`src/rtl/dmem_responder.sv`:
```
// dmem_responder: word-addressed data memory that answers CPU load/store
// requests after a fixed number of wait states.
//
// Handshake: a request (memwrite|memread) is taken on the rising edge where
// the responder is IDLE. Request inputs are ignored until the responder is
// IDLE again. The response is a one-cycle ready pulse WAIT+1 cycles after
// the accepting edge. readdata is meaningful while ready=1 and holds the
// last load result afterwards. There is no back-pressure from the CPU side.
module dmem_responder #(
    parameter int DEPTH = 64,
    parameter int WAIT  = 2
) (
    input  logic        clk,
    input  logic        reset,
    input  logic        memwrite,
    input  logic        memread,
    input  logic [31:0] dataadr,
    input  logic [31:0] writedata,
    output logic [31:0] readdata,
    output logic        ready,
    output logic        err,
    output logic [15:0] wr_count,
    output logic [1:0]  state_dbg
);

    localparam int AW = $clog2(DEPTH);

    typedef enum logic [1:0] {
        IDLE = 2'd0,
        BUSY = 2'd1,
        RESP = 2'd2
    } state_t;

    state_t          state_q, state_d;
    logic [3:0]      cnt_q, cnt_d;
    logic            we_q, we_d;
    logic            re_q, re_d;
    logic            mis_q, mis_d;
    logic [AW-1:0]   idx_q, idx_d;
    logic [31:0]     wdata_q, wdata_d;
    logic [31:0]     rdata_q, rdata_d;
    logic            err_q, err_d;
    logic [15:0]     wrc_q, wrc_d;

    logic [31:0]     mem_q [DEPTH];

    // Effective operation: taken straight from the inputs when accepting in
    // IDLE (needed when WAIT=0 jumps directly to RESP), else from the latch.
    logic            op_we;
    logic            op_re;
    logic            op_mis;
    logic [AW-1:0]   op_idx;
    logic [31:0]     op_wdata;
    logic            req;
    logic            enter_resp;
    logic            commit_wr;

    // Address bits above the word index are deliberately ignored (wrap).
    logic            unused_addr_bits;
    assign unused_addr_bits = ^dataadr[31:AW+2];

    assign req = memwrite | memread;

    // Select the operation that the next RESP entry will act on.
    always_comb begin
        op_we    = we_q;
        op_re    = re_q;
        op_mis   = mis_q;
        op_idx   = idx_q;
        op_wdata = wdata_q;
        if (state_q == IDLE) begin
            op_we    = memwrite;
            op_re    = memread;
            op_mis   = (dataadr[1:0] != 2'b00);
            op_idx   = dataadr[AW+1:2];
            op_wdata = writedata;
        end
    end

    // A store is committed only on the edge that enters RESP, and never
    // while reset is held (the memory itself has no reset).
    assign enter_resp = (state_d == RESP) && !reset;
    assign commit_wr  = enter_resp && op_we && !op_mis;

    // State register with asynchronous reset.
    always_ff @(posedge clk or posedge reset) begin
        if (reset) begin
            state_q <= IDLE;
            cnt_q   <= 4'd0;
        end else begin
            state_q <= state_d;
            cnt_q   <= cnt_d;
        end
    end

    // Next-state logic: IDLE -> BUSY (WAIT cycles) -> RESP -> IDLE.
    always_comb begin
        state_d = state_q;
        cnt_d   = cnt_q;
        case (state_q)
            IDLE: begin
                if (req) begin
                    if (WAIT == 0) begin
                        state_d = RESP;
                        cnt_d   = 4'd0;
                    end else begin
                        state_d = BUSY;
                        cnt_d   = 4'(WAIT);
                    end
                end
            end
            BUSY: begin
                cnt_d = cnt_q - 4'd1;
                if (cnt_q == 4'd1) begin
                    state_d = RESP;
                end
            end
            RESP: begin
                state_d = IDLE;
                cnt_d   = 4'd0;
            end
            default: begin
                state_d = IDLE;
                cnt_d   = 4'd0;
            end
        endcase
    end

    // Outputs decoded from the current state.
    always_comb begin
        ready     = (state_q == RESP);
        state_dbg = state_q;
    end

    // Next values of the request latch, load data, error flag and counter.
    always_comb begin
        we_d    = we_q;
        re_d    = re_q;
        mis_d   = mis_q;
        idx_d   = idx_q;
        wdata_d = wdata_q;
        rdata_d = rdata_q;
        err_d   = err_q;
        wrc_d   = wrc_q;
        if (state_q == IDLE && req) begin
            we_d    = memwrite;
            re_d    = memread;
            mis_d   = (dataadr[1:0] != 2'b00);
            idx_d   = dataadr[AW+1:2];
            wdata_d = writedata;
        end
        if (enter_resp) begin
            // Loads (including a combined store+load) sample the word
            // before this edge's write, giving read-before-write.
            if (op_re) begin
                rdata_d = mem_q[op_idx];
            end
            if (op_mis) begin
                err_d = 1'b1;
            end
        end
        if (commit_wr && wrc_q != 16'hFFFF) begin
            wrc_d = wrc_q + 16'd1;
        end
    end

    // Datapath registers with asynchronous reset.
    always_ff @(posedge clk or posedge reset) begin
        if (reset) begin
            we_q    <= 1'b0;
            re_q    <= 1'b0;
            mis_q   <= 1'b0;
            idx_q   <= '0;
            wdata_q <= 32'd0;
            rdata_q <= 32'd0;
            err_q   <= 1'b0;
            wrc_q   <= 16'd0;
        end else begin
            we_q    <= we_d;
            re_q    <= re_d;
            mis_q   <= mis_d;
            idx_q   <= idx_d;
            wdata_q <= wdata_d;
            rdata_q <= rdata_d;
            err_q   <= err_d;
            wrc_q   <= wrc_d;
        end
    end

    // Storage array: synchronous write, contents not reset.
    always_ff @(posedge clk) begin
        if (commit_wr) begin
            mem_q[op_idx] <= op_wdata;
        end
    end

    assign readdata = rdata_q;
    assign err      = err_q;
    assign wr_count = wrc_q;

endmodule

```
`config.mk`:
```
export PLATFORM = sky130hd
export DESIGN_NAME = dmem_responder
export DESIGN_NICKNAME = d
export VERILOG_FILES = /design/src/rtl/dmem_responder.sv
export SDC_FILE = /design/constraint.sdc
export NUM_CORES = 2
export LEC_CHECK = 0
export CORE_MARGIN = 1.5
export CORE_UTILIZATION = 30
export DETAILED_ROUTE_END_ITERATION = 12
export PLACE_DENSITY = 0.56
export SYNTH_ARGS = -nofsm -noshare
export SYNTH_HDL_FRONTEND = slang
export SYNTH_SLANG_ARGS = --single-unit
export TNS_END_PERCENT = 30
```
`constraint.sdc`:
```
create_clock -name clk -period 3.7 [get_ports clk]
set_input_delay 0.37 -clock clk [delete_from_list [all_inputs] [get_ports clk]]
set_output_delay 0.37 -clock clk [all_outputs]
set_load 0.1 [all_outputs]
```
After elaboration in Yosys (flattened, before gate mapping)

Memory sizes are Yosys's and may differ from the RTL's. A register that Yosys moved wholly into a read port is not among the register bits.
Cells that the tools add are included.

Flip-flop bits (word level): 64
Memories: 1
Bits in writable memories: 2048
Logic and storage cells: 42
Input port bits: 68

Memory list:

| memory | depth | width | rd ports | clocked after Yosys merged registers in | write ports | RTL line | source |
|---|---|---|---|---|---|---|---|
| mem_q  | 64    | 32    | 1        | 1                                       | 1           | 45       | `logic [31:0] mem_q [DEPTH];` |

Equal/unequal tests: 6
Mux-type cells: 12
Reduce and logical (&&, ||, !) cells: 11
Bitwise operators: 1
Add/subtract/negate cells: 2

Operator list:

| kind                                                | count |
|---|---|
| 2-to-1 mux 32 bit                                   | 1 |
| adder 16 x 1 -> 16 bit, second input constant       | 1 |
| inequality test 16 bit, second input constant       | 1 |
| case mux 4 bit (2 select lines)                     | 1 |
| 2-to-1 mux 6 bit                                    | 1 |
| logical AND 1 bit                                   | 5 |
| 2-to-1 mux 1 bit                                    | 5 |
| equality test 2 bit, second input constant          | 2 |
| equality test 4 x 1 -> 1 bit, second input constant | 1 |
| 2-to-1 mux 2 bit                                    | 2 |
| 2-to-1 mux 4 bit                                    | 1 |
| case mux 2 bit (2 select lines)                     | 1 |
| AND reduction 2 bit                                 | 2 |
| subtractor 4 x 1 -> 4 bit, second input constant    | 1 |
| equality test 2 x 1 -> 1 bit, second input constant | 1 |
| logical NOT 1 bit                                   | 2 |
| logical NOT 2 bit                                   | 1 |
| inequality test 2 bit, second input constant        | 1 |
| nonzero test 2 bit                                  | 1 |
| OR 1 bit                                            | 1 |

Logic depth before layout (Yosys ltp)

Depth after elaboration: 9
Depth in mapped cells: 12
Gate-level depth less buffers: 9

Worst setup path after synthesis

OpenSTA, ideal clock, no wires.

Kind: register -> register
Start: reg state_q[1] (netlist: state_dbg[1])
End: mem mem_q[10][0], enable pin
Slack: -0.594 ns
Stages on the path, launching flop included: 10
Setup time: 0.421 ns
Period minus slack after synthesis: 4.294 ns
Arrival: 3.873 ns
Required time: 3.279 ns
Buffers on the path: 5
Path through: dfrtp_1 buf_6 or3_1 buf_4 o22ai_2 buf_4 buf_2 buf_4 nand2_1 nor2_1

Cells in the longest elaborated chain, start to end: 8

RTL lines:

| item                                                       | RTL line | source |
|---|---|---|
| start: declaration                                         | 34       | `state_t state_q, state_d;` |
| start signal: assignment                                   | 91       | `state_q <= state_d;` |
| equality test 2 x 1 -> 1 bit, or another cell as far along | 100      | `case (state_q)` |
| case mux 2 bit (2 select lines)                            | 100      |  |
| equality test 2 bit                                        | 82       | `assign enter_resp = (state_d == RESP) && !reset;` |
| logical AND 1 bit                                          | 82       |  |
| logical AND 1 bit (2 in series)                            | 83       | `assign commit_wr = enter_resp && op_we && !op_mis;` |
| 2-to-1 mux 1 bit                                           | 192      | `if (commit_wr) begin` |
| 2-to-1 mux 1 bit (not written as such)                     | 193      | `mem_q[op_idx] <= op_wdata;` |
| end: declaration                                           | 45       |  |

Parallel ways exist; a longest one is shown, timed or not.

Worst setup path after layout

Start: reg state_q[1] (netlist: state_dbg[1])
End: reg rdata_q[25] (netlist: readdata[25]), read port of mem_q

Cells in the longest elaborated chain, start to end: 5

RTL lines:

| item                                                       | RTL line | source |
|---|---|---|
| equality test 2 x 1 -> 1 bit, or another cell as far along | 100      |  |
| case mux 2 bit (2 select lines)                            | 100      |  |
| equality test 2 bit                                        | 82       |  |
| logical AND 1 bit                                          | 82       |  |
| AND reduction 2 bit (no source line)                       | --       |  |
| end: declaration                                           | 41       | `logic [31:0] rdata_q, rdata_d;` |

Parallel ways exist; a longest one is shown, timed or not.
A chain may end at the register's enable or synchronous reset.

==> out/metrics.yaml <==
crit_start: "state_dbg[1]"
seqPwrFrac_pct: 39.7
antenna_found_initial: 22
nNetsFinal: 5773
synth.top_cell.area_share_pct: 74.79
synthMuxAreaShare_pct: 1.511
synth_cell_types: 77
grt_pass1_wl_mm: 446.3
maxCapViolCount: 0
worst-setup-path-type: "register to register"
report.final.slew_viol_count: 0
cts_tree: "yes"
power_density_nw_per_um2: 820.6
drt-total-wl_mm: 331.6
syn_to_final_growth_pct: 21.54
synth_seq_cells: 2144
grtUsageTotal_pct: 23.26
synth_common_cells: "edfxtp_1, nand2_1, o21ai_0, a22oi_1, clkbuf_1"
cts_root_buf: "clkbuf_16"
power.leakage_nw: 31.99
start_util_pct: 30.11
drtPass1Iterations: 9
setup_viol: 1
tns_ns: -0.009089
cp_max_fo: 39
portBuffers: 95
comb_power_share_pct: 33.2
core_um2: 273100
violations: "negative setup slack"
fin_ws_ns: -0.009089
syn_area_um2: 82230
async_flop_share_pct: 4.478
hold_viol_final: 0
grt_remaining_overflow: 0
syn_nets: 5321
rows: 192
grt_pass1_vias: 52061
die_h_um: 526.5
io_pins: 120
clk_latency_ns: 0.89
p_clk_share_pct: 27.0
synth_top_family_by_area: "compound AO/OA/AOI/OAI gates"
internal-power_w: 0.05189
synthXorXnorAreaFrac_pct: 0.1598
r2r_start: "state_dbg[1]"
clock_sinks: 2144
die-area_um2: 277300
gp_congestion: 0.8790
yosysTopAreaCell: "edfxtp_1"
cts_made_buffers: 216
synthAdderAreaFrac_pct: 0.04565
worst_pin_slew_ns: 1.286
period_minus_slack_ns: 3.709
dp_hpwl_mm: 190.9
startpoint_type: "register"
swShare_pct: 36.73
worstSetupEndpointType: "register"
whs_ns: 0.1372
switchingPower_w: 0.03012
route.vias.total: 56201
clock.fmax_mhz: 269.6
cp.required_ns: 4.41
synthSimpleGateAreaFrac_pct: 6.803
rsz0062_at_grt: "false"
postRouteAntennaNets: 0
ys.flop_type: "edfxtp_1"
grt_max_degree: 65
dieWidth_um: 526.5
syn_avg_cell_area_um2: 15.66
fin_crit_sh_pct: 100.2
total_power_w: 0.08201
slew_headroom_pct: 14.30
fillCellCount: 25385
yosysWarnings: 0
seq_area_frac_synth_pct: 77.71
ir_worst_vdd_v: 0.0005797
post-synth-top-count-cell: "edfxtp_1"
synth_edf_count: 2048
clock_path_buffers: 3
status: "finished with violations"
via_per_inst: 5.925
final_util_pct: 36.59
drt-wirelength-per-cell_um: 34.96
syn_inst: 5250
clkTransAtPathRegs_ns: 0.06
hp-start: "memread"
fin_skew_ns: 0.04124
pre_cts_ws_ns: -0.1316
cp.arrival_ns: 4.42
hold_path.class: "input port to register"
drtIter0Drc: 10400
drive_gt1_share_pct: 17.58
synth_compound_area_share_pct: 11.81
drcViolationCount: 0
ctsHtreeMaxLevel: 4
synthTopCellsByArea: "edfxtp_1, a22oi_1, o21ai_0, dfrtp_1, nand2_1"
metrics by stage:
stage | std cells | instance area, um^2
floorplan | 5250 | 82450
finish | 9485 | 99940
global route | 9482 | 99940
detailed placement | 9072 | 92800
global placement | 9072 | 92800
CTS | 9481 | 99930
layout make-up:
class | instances | area, um^2 | area share, %
antenna | 4 | 10.01 | 0.01002
clock buffer | 275 | 5798 | 5.801
clock inverter | 133 | 1329 | 1.330
inverter | 5 | 23.77 | 0.02379
multi-input combinational | 2756 | 17520 | 17.53
sequential | 2144 | 63900 | 63.94
tap | 3589 | 4491 | 4.493
timing repair buffer | 579 | 6869 | 6.873
timing repair:
action / CTS / global route
resized for setup: 0 / 2
hold endpoints to repair: 19 / 0
hold buffers: 1 / 0
buffers inserted: 0 / 0
setup endpoints to repair: 0 / 2
routing by layer:
layer,GRT usage (%),routed length (um),up-vias
met5,0,120,-
met4,9.618,15890,18
met3,5.679,43660,789
met2,35.30,145400,4510
met1,31.74,126500,29023
li1,-,-,21861
cells in the final DEF (no fill, tap or decap), drive strengths merged, types with 9 or more instances in the layout:
master / Yosys / routed
nand2b: 12 / 12
a22oi: 405 / 405
clkdlybuf4s50: 0 / 87
o31ai: 9 / 9
o211a: 11 / 11
a22o: 54 / 54
o211ai: 15 / 15
a32oi: 18 / 18
nand4: 121 / 121
a222oi: 32 / 32
a31o: 10 / 10
a2111oi: 24 / 24
and3b: 12 / 12
dfrtp: 96 / 96
and4: 20 / 20
o21ai: 488 / 488
and3: 59 / 59
clkbuf: 158 / 275
xnor2: 10 / 10
mux2i: 60 / 60
nor2: 145 / 145
buf: 187 / 491
o2111a: 17 / 17
bufinv: 0 / 22
o21a: 48 / 48
o22ai: 21 / 21
a32o: 16 / 16
nand3: 154 / 154
nor4: 14 / 14
inv: 5 / 14
mux2: 57 / 57
edfxtp: 2048 / 2048
a21oi: 55 / 55
a31oi: 100 / 100
nor3: 12 / 12
nand2: 611 / 611
clkinv: 0 / 97
a221oi: 46 / 46
power groups by stage:
stage,clock network (W),logic (W),registers (W)
2_1_floorplan,0,0.0117,0.0343
3_3_place_gp,0,0.0261,0.0330
3_5_place_dp,0,0.0263,0.0331
4_1_cts,0.0223,0.0264,0.0326
5_1_grt,0.0231,0.0279,0.0326
6_report,0.0222,0.0273,0.0326
path summary, 6_finish.rpt:
kind                                end  slack, ns  cells past startpoint
max                        readdata[25]     -0.009                     11
min                                re_q       0.14                      3
max reg2reg                readdata[25]     -0.009                     11
min reg2reg                         err       0.46                      1
max in group asynchronous   readdata[2]       2.25                      4
min in group asynchronous      cnt_q[2]       0.55                      3
critical path: stages, from the launching register on:
cell and delay, ns:
dfrtp_2 0.58, o21ai_4 0.49, o22ai_4 0.16, buf_12 0.19, buf_12 0.21, a2111oi_0 0.97, buf_4 0.23, nand3_1 0.08
a21oi_1 0.19, buf_4 0.17, o211a_1 0.15, a31oi_1 0.08
sequential cells by signal, summed over array words and instances, names as in the netlist:
register	flops
mem_q	2048
readdata	32
cnt_q	4
err	1
wr_count	16
state_dbg	2
idx_q	6
we_q	1
wdata_q	32
re_q	1
mis_q	1
kinds of logic after synthesis:
family,Yosys count
xor gates and xnor gates,15
muxes,117
DFF,2144
buffers and inverters,350
adders and majority gates,3
AOI/OAI and AO/OA,1418
and+or+nand+nor,1203
No activity file was read; power rests on OpenSTA's default activity.
